### config.mk
export PLATFORM = sky130hd
export DESIGN_NAME = pc_fetch
export DESIGN_NICKNAME = d
export VERILOG_FILES = /design/src/rtl/cpu_pkg.sv /design/src/rtl/pc_target.sv /design/src/rtl/pc_fetch.sv
export SDC_FILE = /design/constraint.sdc
export NUM_CORES = 1
export LEC_CHECK = 0
export BUFFER_PORTS_ARGS = -buffer_cell sky130_fd_sc_hd__buf_2
export CAP_MARGIN = 10
export CORE_AREA = 8 8 180 182
export DETAILED_ROUTE_END_ITERATION = 8
export DIE_AREA = 0 0 188 190
export HOLD_SLACK_MARGIN = 0.1
export PLACE_DENSITY = 0.65
export SLEW_MARGIN = 20
export SYNTH_ARGS = -nofsm -noshare
export SYNTH_HDL_FRONTEND = slang
export SYNTH_HIERARCHICAL = 1
export SYNTH_SLANG_ARGS = --single-unit
export TNS_END_PERCENT = 30
### constraint.sdc
create_clock -name clk -period 4.25 [get_ports clk]
set_input_delay 0.85 -clock clk [delete_from_list [all_inputs] [get_ports clk]]
set_output_delay 0.85 -clock clk [all_outputs]
set_load 0.01 [all_outputs]
### src/rtl/cpu_pkg.sv
// Shared CPU definitions: widths, PC step, fetch FSM encoding and address type.
// No ports; imported by the fetch stage and its target generator.
// Pure declarations, no logic.
package cpu_pkg;

    localparam int INSTR_W = 32;
    localparam logic [63:0] PC_STEP = 64'd4;

    // Explicit 2-bit base so the encoding is stable across tools.
    typedef enum logic [1:0] {
        IDLE = 2'd0,
        RUN  = 2'd1,
        HALT = 2'd2
    } fetch_state_t;

    typedef logic [63:0] addr_t;

endpackage

### src/rtl/pc_target.sv
// Redirect target generator: register target or br_pc + (word offset << 2).
// Ports: br_reg/br_pc/br_offset/br_reg_target in; target_o, misalign_o out.
// Purely combinational, zero latency, no handshake.
module pc_target #(
    parameter int ADDR_W = 64
) (
    input  logic              br_reg,
    input  logic [ADDR_W-1:0] br_pc,
    input  logic [63:0]       br_offset,
    input  logic [ADDR_W-1:0] br_reg_target,
    output logic [ADDR_W-1:0] target_o,
    output logic              misalign_o
);
    import cpu_pkg::*;

    logic [63:0] off_bytes;

    // Word offset to byte offset; bits shifted out the top are dropped so the
    // sum wraps modulo 2^ADDR_W.
    assign off_bytes  = br_offset << 2;
    assign target_o   = br_reg ? br_reg_target : (br_pc + off_bytes[ADDR_W-1:0]);
    assign misalign_o = (target_o[1:0] != 2'b00);

endmodule

### src/rtl/pc_fetch.sv
// Instruction fetch: PC register, imem address, IF/ID slot with valid/ready to decode.
// Ports: clk/reset, imem_addr/imem_instr, if_valid/if_instr/if_pc/id_ready,
//        br_* redirect, halt_req/halted, sticky misalign_err. Fetch latency 1 cycle.
module pc_fetch
    import cpu_pkg::*;
#(
    parameter logic [63:0] RESET_PC = 64'h0,
    parameter int          ADDR_W   = 64
) (
    input  logic               clk,
    input  logic               reset,
    output logic [ADDR_W-1:0]  imem_addr,
    input  logic [INSTR_W-1:0] imem_instr,
    output logic               if_valid,
    output logic [INSTR_W-1:0] if_instr,
    output logic [ADDR_W-1:0]  if_pc,
    input  logic               id_ready,
    input  logic               br_taken,
    input  logic               br_reg,
    input  logic [ADDR_W-1:0]  br_pc,
    input  logic [63:0]        br_offset,
    input  logic [ADDR_W-1:0]  br_reg_target,
    input  logic               halt_req,
    output logic               halted,
    output logic               misalign_err
);

    fetch_state_t       state_q, state_d;
    logic [ADDR_W-1:0]  pc_q, pc_d;
    logic               vld_q, vld_d;
    logic [INSTR_W-1:0] instr_q, instr_d;
    logic [ADDR_W-1:0]  ifpc_q, ifpc_d;
    logic               mis_q, mis_d;

    logic [ADDR_W-1:0]  target;
    logic               target_mis;
    logic               slot_free;

    pc_target #(.ADDR_W(ADDR_W)) u_target (
        .br_reg        (br_reg),
        .br_pc         (br_pc),
        .br_offset     (br_offset),
        .br_reg_target (br_reg_target),
        .target_o      (target),
        .misalign_o    (target_mis)
    );

    // Slot can take a new instruction when empty or being drained this cycle.
    assign slot_free = !vld_q || id_ready;

    always_comb begin
        state_d = state_q;
        pc_d    = pc_q;
        vld_d   = vld_q;
        instr_d = instr_q;
        ifpc_d  = ifpc_q;
        mis_d   = mis_q;

        if (br_taken) begin
            // Redirect in any state; fetched slot is discarded even if stalled.
            pc_d  = {target[ADDR_W-1:2], 2'b00};
            mis_d = mis_q | target_mis;
            vld_d = 1'b0;
        end else begin
            unique case (state_q)
                IDLE: state_d = RUN;
                RUN: begin
                    if (halt_req) begin
                        // No fetch; a slot accepted this cycle still drains.
                        state_d = HALT;
                        if (vld_q && id_ready) vld_d = 1'b0;
                    end else if (slot_free) begin
                        instr_d = imem_instr;
                        ifpc_d  = pc_q;
                        vld_d   = 1'b1;
                        pc_d    = pc_q + PC_STEP[ADDR_W-1:0];
                    end
                end
                HALT: begin
                    if (vld_q && id_ready) vld_d = 1'b0;
                end
                default: state_d = IDLE;
            endcase
        end
    end

    always_ff @(posedge clk) begin
        if (reset) begin
            state_q <= IDLE;
            pc_q    <= RESET_PC[ADDR_W-1:0];
            vld_q   <= 1'b0;
            instr_q <= '0;
            ifpc_q  <= '0;
            mis_q   <= 1'b0;
        end else begin
            state_q <= state_d;
            pc_q    <= pc_d;
            vld_q   <= vld_d;
            instr_q <= instr_d;
            ifpc_q  <= ifpc_d;
            mis_q   <= mis_d;
        end
    end

    assign imem_addr    = pc_q;
    assign if_valid     = vld_q;
    assign if_instr     = instr_q;
    assign if_pc        = ifpc_q;
    assign halted       = (state_q == HALT);
    assign misalign_err = mis_q;

endmodule

Word level (Yosys, flattened, before mapping):

Index checks and enable logic that the tools add are counted.
Widths: inputs -> output; s select.

* add/sub/neg operators: 2
* eq/ne operators: 5
* multiplexer cells: 11
* bitwise operators: 4
* reduce and logical (&&, ||, !) cells: 14

Operator list (count)
* $mux 64: 5
* $add 64x3->64 const B: 1
* $add 64x64->64: 1
* $reduce_and 3->1: 3
* $reduce_bool 2->1: 4
* $pmux 2 s3: 1
* $ne 2x2->1 const B: 2
* $reduce_and 4->1: 1
* $mux 1: 3
* $ne 3x3->1 const B: 1
* $not 1->1: 3
* $eq 2x1->1 const B: 1
* $eq 2x2->1 const B: 1
* $logic_not 2->1: 1
* $mux 2: 1
* $pmux 1 s2: 1
* $reduce_and 2->1: 1
* $reduce_or 2->1: 1
* $logic_and 1x1->1: 1
* $logic_not 1->1: 1
* $logic_or 1x1->1: 1
* $or 1x1->1: 1

* register bits: 164
* input bits: 230
* output and inout bits: 163
* logic and storage cells: 43

Depth between registers and ports, before layout:

* depth after elaboration: 6
* gate-level depth with buffers: 17
* gate-level depth less buffers: 17

By module:

Netlist, hierarchy kept.

By module, submodules not included
* pc_fetch: instances 1, cells an instance 958, area an instance 7460.9 sq um, seq. area each 3203.1 sq um
* pc_target: instances 1, cells an instance 642, area an instance 4139.0 sq um, seq. area each 0.0 sq um

Least setup slack after synthesis:

No wires, ideal clock.

* kind: in2reg
* start: in br_pc[2]
* end: reg pc_q[50], in the netlist imem_addr[50]
* setup time: 0.142 ns
* arrival: 3.651 ns
* data required time: 4.108 ns
* setup slack: 0.457 ns
* cell stages on the path: 15
* path buffers: 0
* cells stage by stage: ha_1 -> fa_1 -> a21o_1 -> a21oi_1 -> o21ai_0 -> nand4_1 -> a31oi_1 -> or3_1 -> o31a_1 -> a21oi_1 -> o21ai_1 -> xor2_1 -> mux2_2 -> nor2_1 -> a311oi_1

* longest elaborated chain between the ends: 3

RTL lines
* from (decl): line pc_fetch.sv:20 `input logic [ADDR_W-1:0] br_pc,`
* $add 64x64->64: line pc_target.sv:21 `assign target_o = br_reg ? br_reg_target : (br_pc + off_bytes[ADDR_W-1:0]);`
* $mux 64: line pc_target.sv:21
* net target[50]: line pc_fetch.sv:35 `logic [ADDR_W-1:0] target;`
* $mux 64: line pc_fetch.sv:59 `if (br_taken) begin`
* to (signal assigned): line pc_fetch.sv:90 `pc_q <= RESET_PC[ADDR_W-1:0];`
* to (signal assigned): line pc_fetch.sv:97 `pc_q <= pc_d;`
* to (decl): line pc_fetch.sv:29 `logic [ADDR_W-1:0] pc_q, pc_d;`

The timed path passes the listed nets, and every way through them passes these cells.
A chain may end at the register's enable or synchronous reset.

Final worst setup path:

* start: in br_pc[8]
* end: reg pc_q[63], in the netlist imem_addr[63]

Same word-level chain as after synthesis.

==> results.md <==
- The flow ran to the end, and the final reports show no timing, DRC or antenna violations.
- For this run, the register share of the synthesized area comes to 27.6%.
- TritonCTS built the clock tree.
- The total number of clock tree sinks is 160.
- The part of the cycle the worst path needs is 90.2%.
- The worst hold endpoint is if_pc[32].
- The number of nets at the end of the flow is 2248.
- In the routed layout, each cell is associated on average with a via count of 5.54.
- The number of antenna violations at the first check in global routing is 2.
- IR analysis of the VDD net gives a maximum drop of 0.244 mV.
- The number of max-cap violations is 0.
- The floorplan die height is 190 um.
- The worst hold path belongs to the class reg2reg.
- Once placement completed, the tool counted placed cells totaling 2326.
- Each instance of the synthesized netlist takes up on average 7.25 um2.
- Global routing finished with a remaining overflow of 0.
- The effective utilization at floorplan is 39.5%.
- The number of global-route vias before repair came to 12500.
- Ranked by total cell area, the synthesized netlist is headed by dfxtp_1 (28%), nand2_1 (11%), a21oi_1 (8.1%).
- The reg-to-reg startpoint is state_q[0].
- The critical path is of the in2reg type.
- Global routing consumed, over all layers together, 23.4% of the routing resources.
- The share of the synthesized area in the top cell type is 27.6%.
- Setup violations remaining at the end of the flow were counted as 0.
- The required time of the worst setup path is 4.57 ns.
- The reg-to-reg setup timing slack is 1.57 ns.
- At the pin with the least slew margin, the transition time is 0.930 ns.
- The power per cell area is 312 nW/um2.
- Dividing the detail-routed wire length by the instance count gives 18.7 um.
- The clock tree synthesis step divided the H-tree into 4 levels.
- Setup repair after global routing left no endpoint under its margin.
- The proportion of register bits with asynchronous set or reset after synthesis is 0%.
- The commonest register cell after synthesis is dfxtp_1.
- The count of routing violations after the opening detailed-route iteration is 912.
- The total via count in the routed design is 13100.
- In this run the static leakage power is 6.27 nW.
- For the worst-skew pair, the clock arrives at the later sink with an insertion delay of 0.44 ns.
- The highest attainable clock frequency is 0.261 GHz.
- The number of placement rows is 63.
- The post-detailed-route DRC marker count is 0.
- The leading area contributor after synthesis is dfxtp_1.
- The finished cells cover ~15000 um2.
- The synthesized design contains between 150 and 200 register bits.
- The worst slew slack as a fraction of its limit is 38.0%.
- The first-pass GRT wire length is a little under 70000 um.
- The cell area after placement is ~14000 um2.
- In the final layout, the share of cells above drive strength 1 is 26.1%.
- Between clock sinks in the finished design, the worst skew comes to around 0.0099 ns.
- The routed design has 44000 um of wire.
- Synthesis handed over a netlist of 1600 instances.
- No sink is reached through more buffers than the 2 on the longest clock path.
- For this run, the number of Yosys warnings is 6.
- Relative to the synthesized area, the layout overhead comes to 26.7%.
- In this run, post-CTS hold repair placed 0 buffers.
- The final total negative setup slack is 0 ns.
- The number of pins with negative max-slew slack in the final report is 0.
- The half-perimeter wire length after placement is between 30000 and 40000 um.
- For the worst setup path, the data arrival time is around 4.2 ns.
- Entering global routing, the biggest net connects approximately 110 pins.
- The count of buffers inserted at the top-level ports is 386.
- The smallest clock period supported by the final layout is computed as 3.83 ns.
- The overall die area is 35700 um2.
- Clock tree synthesis selected as its root buffer the cell clkbuf_16.
- The length in cells of the worst reg-to-reg path is 6.
- The number of iterations in the first detailed-routing pass is 5.
- The number of failing hold endpoints at the final stage is 0.
- The final weighted congestion in routability-driven placement is about 0.9.
- The capture instance of the worst register-to-register path is imem_addr[35].
- The core footprint is 29400 um2.
- The floorplan step set the die width to 188 um.
- Clock-pin slew was measured on the worst setup and hold paths at 0.06 ns.
- The number of buffers created by CTS is 17.
- The worst hold path passes through 2 cells.
- The number of enable flip-flop cells after synthesis is 0.
- The worst hold path begins at if_pc[32].
- The number of different library cells used by synthesis comes to 91.
- Leaving out filler cells and counting taps, the final layout contains 2358.
- 393 I/O pins were placed.
- STA classifies the critical path startpoint as a primary input.
- The type of element capturing the critical path is a register.
- The largest fanout on the critical path is 4.
- The post-CTS setup buffer count is 0.
- The synthesized netlist occupies a cell area of 11600 um2.
- The detail route stage leaves a number of antenna-violating nets equal to 0.
- The number of resized instances in the post-cts repair step is 0.
[how the worst max path moves through the flow]
stage / startpoint / end / slack [ns] / cells after the start
4_1_cts: br_pc[8] / imem_addr[63] / 0.48 / 17
6_report: br_pc[8] / imem_addr[63] / 0.42 / 17
2_1_floorplan: br_pc[2] / imem_addr[50] / 0.46 / 15
5_1_grt: br_pc[2] / imem_addr[62] / 0.19 / 18
3_3_place_gp: br_pc[8] / imem_addr[63] / 0.06 / 17
3_5_place_dp: br_pc[2] / imem_addr[42] / 0.03 / 15
[layer usage]
metal  GRT usage, %  up-vias  wire length (um)
met3           5.73       55              3660
met5              0        -                13
li1               -     6458                 -
met1           30.6     5973             19500
met4           6.82        2               719
met2           37.6      570             20100
[layout by cell type (no fill, tap or decap), types with 5 or more instances in the layout]
cell and n:
o21ai_1 5, a21o_1 32, ha_1 62, bufinv_16 6
nand2_1 338, xnor2_1 48, nand3_1 50, a211oi_1 24
or2_2 7, or4_1 16, nor2_1 89, a311oi_1 17
o21ai_0 104, nor2b_1 12, xor2_1 32, and3_1 19
dfxtp_1 160, nor4_1 13, nand2b_1 9, a21oi_1 188
and4_1 14, buf_2 384, nand4_1 40, nor3_1 18
mux2_2 5, and2_1 5, a31oi_1 14, clkbuf_16 17
o21bai_1 17, inv_1 29, or3_1 20, o31ai_1 14
buf_4 53
[cells by family after synthesis]
logic type | count (synthesis) | share of synthesized area (%)
and+or+nand+nor | 679 | 28.2
xor gates and xnor gates | 80 | 6.04
muxes | 8 | 0.744
AOI/OAI and AO/OA | 471 | 25.7
DFF | 160 | 27.6
adders and majority gates | 63 | 6.86
other | 1 | 0.0323
buffers and inverters | 138 | 4.71
[worst max-delay path, stage by stage]
cell	delay, ns
buf_2	0.10
ha_1	0.34
and3_1	0.20
nand4_1	0.12
a21oi_2	0.17
o311ai_2	0.16
a2111oi_4	0.49
o21ai_2	0.18
o31ai_4	0.24
a211oi_2	0.17
o41ai_2	0.38
xnor2_1	0.16
o21ai_1	0.11
nand2_1	0.11
o21ai_0	0.09
a2bb2oi_1	0.17
nand3b_1	0.09
[power by group]
part           switching (mW)  total, mW  leakage (nW)  internal (mW)
Combinational           0.680       1.18          4.66          0.502
Clock                   0.613       1.71         0.308           1.10
Sequential              0.125       1.69          1.31           1.57
[synth_stat cells (4+ instances only)]
master	count
a211oi_1	24
nand2_1	338
and2_1	5
nor2_1	89
a41oi_1	4
inv_1	29
nand2b_1	9
or3_1	20
clkbuf_1	85
buf_2	7
dfxtp_1	160
o21ai_0	104
or2_2	7
o21ai_1	5
a31oi_1	14
nand4_1	40
o31ai_1	14
a21o_1	32
a311oi_1	17
nor3_1	18
o221ai_1	4
xor2_1	32
and3_1	20
buf_1	8
buf_4	5
a21oi_1	188
xnor2_1	48
o21bai_1	17
mux2_2	5
nor4_1	13
ha_1	62
and4_1	14
nor2b_1	12
o211ai_1	4
nand3_1	51
or4_1	16
[sequential cells by signal, summed over array words and instances (netlist names)]
signal and flops:
if_instr 32, if_pc 62, misalign_err 1, if_valid 1, imem_addr 62, state_q 2
[metrics by stage]
| step | utilization [%] | hold WS [ns] | total power, mW | worst slack [ns] |
|---|---|---|---|---|
| 2_1_floorplan | - | 0.481 | 2.41 | 0.457 |
| 3_5_place_dp | 47.8 | 0.443 | 2.89 | 0.0296 |
| 5_1_grt | 50.0 | 0.467 | 4.81 | 0.186 |
| 6_report | 50.0 | 0.449 | 4.59 | 0.417 |
| 3_3_place_gp | 47.8 | 0.438 | 2.88 | 0.0624 |
| 4_1_cts | 50.0 | 0.451 | 4.61 | 0.479 |
[cell type report]
type / count / area (um2)
clock buffers: 21 / 440
diodes: 1 / 2.50
inverters: 32 / 120
well taps: 390 / 488
clock inverters: 10 / 209
multi-input cells: 1305 / 7880
fillers: 2977 / 14700
flip-flops and latches: 160 / 3200
repair buffers: 439 / 2350
No activity file was read; power rests on OpenSTA's default activity.
